File: src/rtl/async_arb_pkg.sv
// async_arb_pkg: shared types and helpers for the async request arbiter.
//   state_t : arbiter FSM states
//   clog2   : elaboration-time ceil(log2) used for index/counter widths
//   N_MAX   : largest supported requester count
package async_arb_pkg;

  localparam int N_MAX = 8;

  typedef enum logic {
    S_IDLE = 1'b0,
    S_BUSY = 1'b1
  } state_t;

  // ceil(log2(v)); clog2(1) == 0, callers clamp to a minimum width of 1.
  function automatic int clog2(input int v);
    int r;
    r = 0;
    while ((1 << r) < v) r++;
    return r;
  endfunction

endpackage

File: src/rtl/rr_pick.sv
// rr_pick: combinational round-robin selector.
//   req     in  N   request vector
//   last_id in  IW  previously granted index; search starts just after it
//   onehot  out N   one-hot winner (0 when no request)
//   idx     out IW  winner index (0 when no request)
//   any     out 1   at least one request present
module rr_pick
  import async_arb_pkg::*;
#(
  parameter int N  = 4,
  parameter int IW = (clog2(N) > 0) ? clog2(N) : 1
) (
  input  logic [N-1:0]  req,
  input  logic [IW-1:0] last_id,
  output logic [N-1:0]  onehot,
  output logic [IW-1:0] idx,
  output logic          any
);

  // The request vector is doubled so positions last_id+1 .. last_id+N are
  // contiguous; masking off everything at or below last_id and taking the
  // lowest remaining bit gives the rotating-priority winner without wrap logic.
  logic [2*N-1:0] dbl, msk, cand;

  always_comb begin
    dbl = {req, req};
    for (int j = 0; j < 2*N; j++) msk[j] = (j > int'(last_id));
    cand = dbl & msk;
  end

  always_comb begin
    int k;
    k      = 0;
    onehot = '0;
    idx    = '0;
    any    = 1'b0;
    for (int j = 0; j < 2*N; j++) begin
      if (!any && cand[j]) begin
        any       = 1'b1;
        k         = (j >= N) ? (j - N) : j;
        onehot[k] = 1'b1;
        idx       = IW'(k);
      end
    end
  end

endmodule

File: src/rtl/async_req_arbiter.sv
// async_req_arbiter: synchronizes N asynchronous request lines, latches
// rising edges as sticky pending bits and grants one shared service resource
// round-robin, holding each grant until done or timeout.
//   clk       in  1   system clock
//   rst       in  1   asynchronous, active-high reset
//   async_req in  N   asynchronous request lines (rising edge = event)
//   enable    in  1   permits new grants
//   done      in  1   one-cycle pulse ending the current service
//   clr_ovr   in  1   clears all overrun flags
//   grant     out N   one-hot grant (registered)
//   grant_id  out IW  index of granted requester (registered)
//   busy      out 1   high while a grant is outstanding
//   pending   out N   latched events not yet granted
//   overrun   out N   sticky: event arrived while already pending
//   timeout   out 1   one-cycle pulse after a forced release
module async_req_arbiter
  import async_arb_pkg::*;
#(
  parameter int N       = 4,
  parameter int TIMEOUT = 255,
  localparam int IW     = (clog2(N) > 0) ? clog2(N) : 1
) (
  input  logic          clk,
  input  logic          rst,
  input  logic [N-1:0]  async_req,
  input  logic          enable,
  input  logic          done,
  input  logic          clr_ovr,
  output logic [N-1:0]  grant,
  output logic [IW-1:0] grant_id,
  output logic          busy,
  output logic [N-1:0]  pending,
  output logic [N-1:0]  overrun,
  output logic          timeout
);

  // Counter is at least 1 bit so TIMEOUT == 0 still elaborates cleanly.
  localparam int CW = (clog2(TIMEOUT + 1) > 0) ? clog2(TIMEOUT + 1) : 1;

  logic [N-1:0]  s1, s2, s3, evt;
  logic [N-1:0]  pick_oh, clr_mask;
  logic [IW-1:0] pick_idx, last_id;
  logic          pick_any;
  logic [CW-1:0] cnt;
  logic          tc, start, release_any, release_to;
  state_t        state, state_nxt;

  // ---------------------------------------------------------------------
  // Two-flop synchronizer plus history flop. Resetting all three to 0 means
  // a line already high at reset release is seen as one rising edge.
  // ---------------------------------------------------------------------
  always_ff @(posedge clk or posedge rst) begin
    if (rst) begin
      s1 <= '0;
      s2 <= '0;
      s3 <= '0;
    end else begin
      s1 <= async_req;
      s2 <= s1;
      s3 <= s2;
    end
  end

  assign evt = s2 & ~s3;

  // ---------------------------------------------------------------------
  // Round-robin winner among pending requesters
  // ---------------------------------------------------------------------
  rr_pick #(.N(N), .IW(IW)) u_pick (
    .req    (pending),
    .last_id(last_id),
    .onehot (pick_oh),
    .idx    (pick_idx),
    .any    (pick_any)
  );

  // Terminal count only exists when the timeout is enabled.
  assign tc = (TIMEOUT > 0) && (cnt == CW'(TIMEOUT - 1));

  // ---------------------------------------------------------------------
  // FSM: state register
  // ---------------------------------------------------------------------
  always_ff @(posedge clk or posedge rst) begin
    if (rst) state <= S_IDLE;
    else     state <= state_nxt;
  end

  // FSM: next state. enable gates only the IDLE exit; BUSY ends on done or tc.
  always_comb begin
    state_nxt = state;
    case (state)
      S_IDLE: if (enable && pick_any) state_nxt = S_BUSY;
      S_BUSY: if (done || tc)         state_nxt = S_IDLE;
      default:                        state_nxt = S_IDLE;
    endcase
  end

  // FSM: outputs and strobes. done wins over tc, so a coincident pair is a
  // normal completion with no timeout pulse.
  always_comb begin
    start       = (state == S_IDLE) && enable && pick_any;
    release_any = (state == S_BUSY) && (done || tc);
    release_to  = (state == S_BUSY) && !done && tc;
    busy        = (state == S_BUSY);
  end

  // ---------------------------------------------------------------------
  // Pending / overrun. A new event on the requester being granted this edge
  // survives (set wins) and does not count as an overrun.
  // ---------------------------------------------------------------------
  assign clr_mask = start ? pick_oh : '0;

  always_ff @(posedge clk or posedge rst) begin
    if (rst) begin
      pending <= '0;
      overrun <= '0;
    end else begin
      pending <= (pending & ~clr_mask) | evt;
      overrun <= (clr_ovr ? '0 : overrun) | (evt & pending & ~clr_mask);
    end
  end

  // ---------------------------------------------------------------------
  // Grant, pointer, service counter and timeout pulse
  // ---------------------------------------------------------------------
  always_ff @(posedge clk or posedge rst) begin
    if (rst) begin
      grant    <= '0;
      grant_id <= '0;
      last_id  <= IW'(N - 1);
      cnt      <= '0;
      timeout  <= 1'b0;
    end else begin
      timeout <= release_to;
      if (start) begin
        grant    <= pick_oh;
        grant_id <= pick_idx;
        last_id  <= pick_idx;
        cnt      <= '0;
      end else if (release_any) begin
        // grant_id keeps the last served index for software visibility.
        grant <= '0;
      end else if (busy && (cnt != '1)) begin
        cnt <= cnt + 1'b1;
      end
    end
  end

endmodule

File: config.mk
export PLATFORM = sky130hd
export DESIGN_NAME = async_req_arbiter
export DESIGN_NICKNAME = d
export VERILOG_FILES = /design/src/rtl/async_arb_pkg.sv /design/src/rtl/rr_pick.sv /design/src/rtl/async_req_arbiter.sv
export SDC_FILE = /design/constraint.sdc
export NUM_CORES = 1
export LEC_CHECK = 0
export ABC_CLOCK_PERIOD_IN_PS = 4700
export BUFFER_PORTS_ARGS = -buffer_cell sky130_fd_sc_hd__buf_2
export CORE_MARGIN = 8
export CORE_UTILIZATION = 58
export CTS_CLUSTER_DIAMETER = 60
export DETAILED_ROUTE_END_ITERATION = 12
export PLACE_DENSITY = 0.89
export SETUP_SLACK_MARGIN = 0.3
export SYNTH_ARGS = -nofsm -noshare
export SYNTH_HDL_FRONTEND = slang
export SYNTH_SLANG_ARGS = --single-unit
File: constraint.sdc
create_clock -name clk -period 4.7 [get_ports clk]
set_input_delay 0.705 -clock clk [delete_from_list [all_inputs] [get_ports clk]]
set_output_delay 0.705 -clock clk [all_outputs]
set_load 0.01 [all_outputs]
==> summary.txt <==
Logic synthesis
  – Syn Inst Count: about 150
  – Syn. warnings: 0
  – Largest family of logic cells by synthesized area: compound AO/OA/AOI/OAI gates
  – Synth Net Count: 162
  – Primary FF master, synth: dfrtp_1
  – XOR/XNOR share of the synthesized area: 0%
  – Post-synth EDFFs: 0
  – Area share of fa/ha/maj cells after synthesis: between 1.5 and 2%
  – Post-synth top area share: 54.6%
  – Post-Syn Area per Cell: 10.9 um2
  – Simple-Gate Fraction of Synth Area: 16.7%
  – Leading post-synthesis cells by cell area: dfrtp_1 55%, a21oi_1 3.6%, dfstp_2 3.2%, nand2_1 2.7%, o21ai_0 2.1%
  – Flip-flop and latch count after synthesis: 38
  – Register area share after synthesis: 57.8%
  – Mux cell area share after synthesis: 0%
  – Leading area contributor after synthesis: dfrtp_1
  – Async SR Flop Fraction: 100%
  – Distinct cell type count after synthesis: 44
  – Compound-Gate Fraction of Synth Area: 20.3%
  – Post-Syn Area: 1650 um2

Run
  – Max cap viols: 0

Cells and area
  – Share of layout cells above drive strength 1: 22.9%
  – Finished Cell Area: 1900 um2
  – Net count, final: 189
  – Layout area overhead: 15.2%
  – Ant. Diodes: 0

CTS
  – H-Tree Level Count: 2
  – CTS resizes: 0
  – Root buf cell: clkbuf_4
  – Clock Path Buffers: 2
  – Hold_buf cts: 0
  – Total CTS buffers: 5
  – Setup repair bufs after CTS: 0
  – Worst-path clk slew: 0.11 ns
  – Clk_lat worst skew: 0.35 ns
  – Sinks on Clock Net: 38
  – CTS tree: built

Die
  – Die ar.: 4810 um2
  – Num ports: 25
  – Die H: between 60 and 70 um
  – Starting Density: 60.4%
  – Die width: 69.3 um
  – # rows: 19
  – Core Area: 2730 um2

Global routing
  – Met3 GRT Util: 6.87%
  – Largest net degree at the start of global routing: 39
  – Vias in the first global route: 1,317
  – Gr usage total: between 10% and 20%
  – Met1 usage: 18.1%
  – First-pass GRT wire length: 6090 um
  – Routing usage on met2: 23.5%
  – Gr ovfl total: 0
  – Gr busiest metal: met2
  – Initial antenna violation count: 0

Timing
  – Setup violations, final: 0
  – Tcrit/Tclk final: 39.1%
  – Max Freq: 0.544 GHz
  – Slew @ Worst Pin: 0.568 ns
  – Max-slew headroom: 61.8%
  – TNS Setup: 0 ns
  – RSZ-0062 raised after global routing: no
  – Final worst path period need: 1.84 ns
  – Fin Clk Skew: between 0.004 and 0.005 ns
  – Slew Limit Fails: 0
  – Hold Violations, Final: 0

Power and ir drop
  – Clk pwr share: a little over a quarter
  – Cell-internal power: 0.000715 W
  – Combinational Power Share: between 20% and 30%
  – Switch Pwr: approximately 0.00038 W
  – Sw Ratio: between 30% and 40%
  – Static leakage: just under 0.9 nW
  – Peak supply drop: 0.000560 V
  – Pwr dens: 576 nW/um2
  – Reg power frac: 46.2%

Setup path
  – Crit path DAT: 2.13 ns
  – Worst EP required: 4.99 ns
  – CP Max Fanout: 11
  – R2r worst-path depth: 4
  – R2r startpoint: pending[2]$_DFF_PP0_
  – Worst R2R Setup Slack: ~2.9 ns
  – R2R Path End: overrun[1]$_DFF_PP0_
  – Critical Path Start Type: flip-flop
  – Worst Setup End Kind: flip-flop
  – CP Class: flip-flop to flip-flop

Routing
  – Initial DRC Count: between 200 and 250
  – Routed Antenna Nets: 0
  – Detailed Route WL: 3560 um
  – Remaining DRCs: 0
  – DR vias/cell: approximately 6.3
  – DR pass1 iterations: 5
  – WL/cell: about 17 um
  – DR vias: approximately 1,300

Hold path
  – Hold crit path type: flip-flop to flip-flop
  – Hold Path Sink: s2[2]$_DFF_PP0_
  – HP Start: s1[2]$_DFF_PP0_
  – WHS Path Cells: 0

Placement
  – IO Port Bufs: 24
  – GPL Wtd Cong: around 0.91
  – Dpl hpwl: 2460 um
  – Dpl cell area: 1790 um2

Outcome
  – Outcome: finished clean
## cell usage after synthesis (all sizes together), types with 2 or more instances
cell	instances
dfrtp	36
a21oi	12
nand2	12
inv	9
o21ai	9
nor2	7
nand3	5
a31oi	4
nand2b	4
nor2b	4
clkbuf	3
nand4	3
nor3	3
or2b	3
a21o	2
a22o	2
and3b	2
and4	2
buf	2
dfstp	2
ha	2
nor4	2
o21a	2
o22ai	2
o2bb2ai	2
o31a	2
o31ai	2
## metal layers
layer	wire, um	vias up
met1	1520	615
met4	126	0
met5	0	-
li1	-	614
met2	1700	68
met3	223	20
## sequential cells by signal (all words and copies together) (netlist names)
| register | flops |
|---|---|
| busy | 1 |
| cnt | 8 |
| grant | 4 |
| grant_id | 2 |
| last_id | 2 |
| overrun | 4 |
| pending | 4 |
| s1 | 4 |
| s2 | 4 |
| s3 | 4 |
| timeout | 1 |
## area by class of cell
cell class,count,area [um2]
flip-flops and latches,38,953
fillers,204,833
multi-input cells,99,636
repair buffers,25,128
clock inverters,2,60.1
clock buffers,6,51.3
well taps,31,38.8
inverters,9,33.8
## cell families (layout without fill, tap and decap cells)
group                      Yosys count  count (layout)
AOI/OAI and AO/OA                   48              48
adders and majority gates            2               2
buffers and inverters               14              42
DFF                                 38              38
and+or+nand+nor                     49              49
## cell usage in the layout (no fill, tap or decap), types with 3 or more instances in the layout
master,count
nand2_1,12
o21ai_0,7
a21oi_1,12
buf_2,24
clkbuf_4,5
inv_1,9
nand3_1,5
nand2b_1,4
a31oi_1,4
or2b_1,3
nor3_1,3
nand4_1,3
nor2b_1,4
nor2_1,6
dfrtp_1,36
## worst max-delay path by stage
stage                                     from  cells after the start              endpoint
final                     pending[2]$_DFF_PP0_                      4  overrun[1]$_DFF_PP0_
after global placement                    done                      5    cnt[5]$_DFFE_PP0P_
after detailed placement                  done                      5    cnt[5]$_DFFE_PP0P_
after floorplan           pending[1]$_DFF_PP0_                      5    cnt[1]$_DFFE_PP0P_
after global routing      pending[2]$_DFF_PP0_                      4  overrun[1]$_DFF_PP0_
after CTS                       busy$_DFF_PP0_                      1                  busy
## stage by stage
step           hold slack, ns  total power, W  std cells  setup WS [ns]  utilization [%]
3_5_place_dp            0.336        0.000802        202           2.83             65.4
5_1_grt                 0.378         0.00115        210           2.71             69.5
6_report                0.361         0.00110        210           2.86             69.5
2_1_floorplan           0.331        0.000690        151           2.98                -
4_1_cts                 0.363         0.00110        210           2.87             69.5
3_3_place_gp            0.334        0.000779        202           2.91             65.4
## worst max-delay path: stages (launching register included)
cell and delay, ns:
dfrtp_1 0.50, or4_4 0.57, nand3b_1 0.36, o21ai_0 0.20, o2bb2ai_1 0.15
## power groups by stage
stage	clock network, W	logic [W]	registers, W
detailed placement	0	0.000294	0.000508
finish	0.000291	0.000299	0.000505
CTS	0.000294	0.000300	0.000501
floorplan	0	0.000192	0.000498
global placement	0	0.000281	0.000498
global route	0.000309	0.000328	0.000517
(Power assumes the default switching activity.)
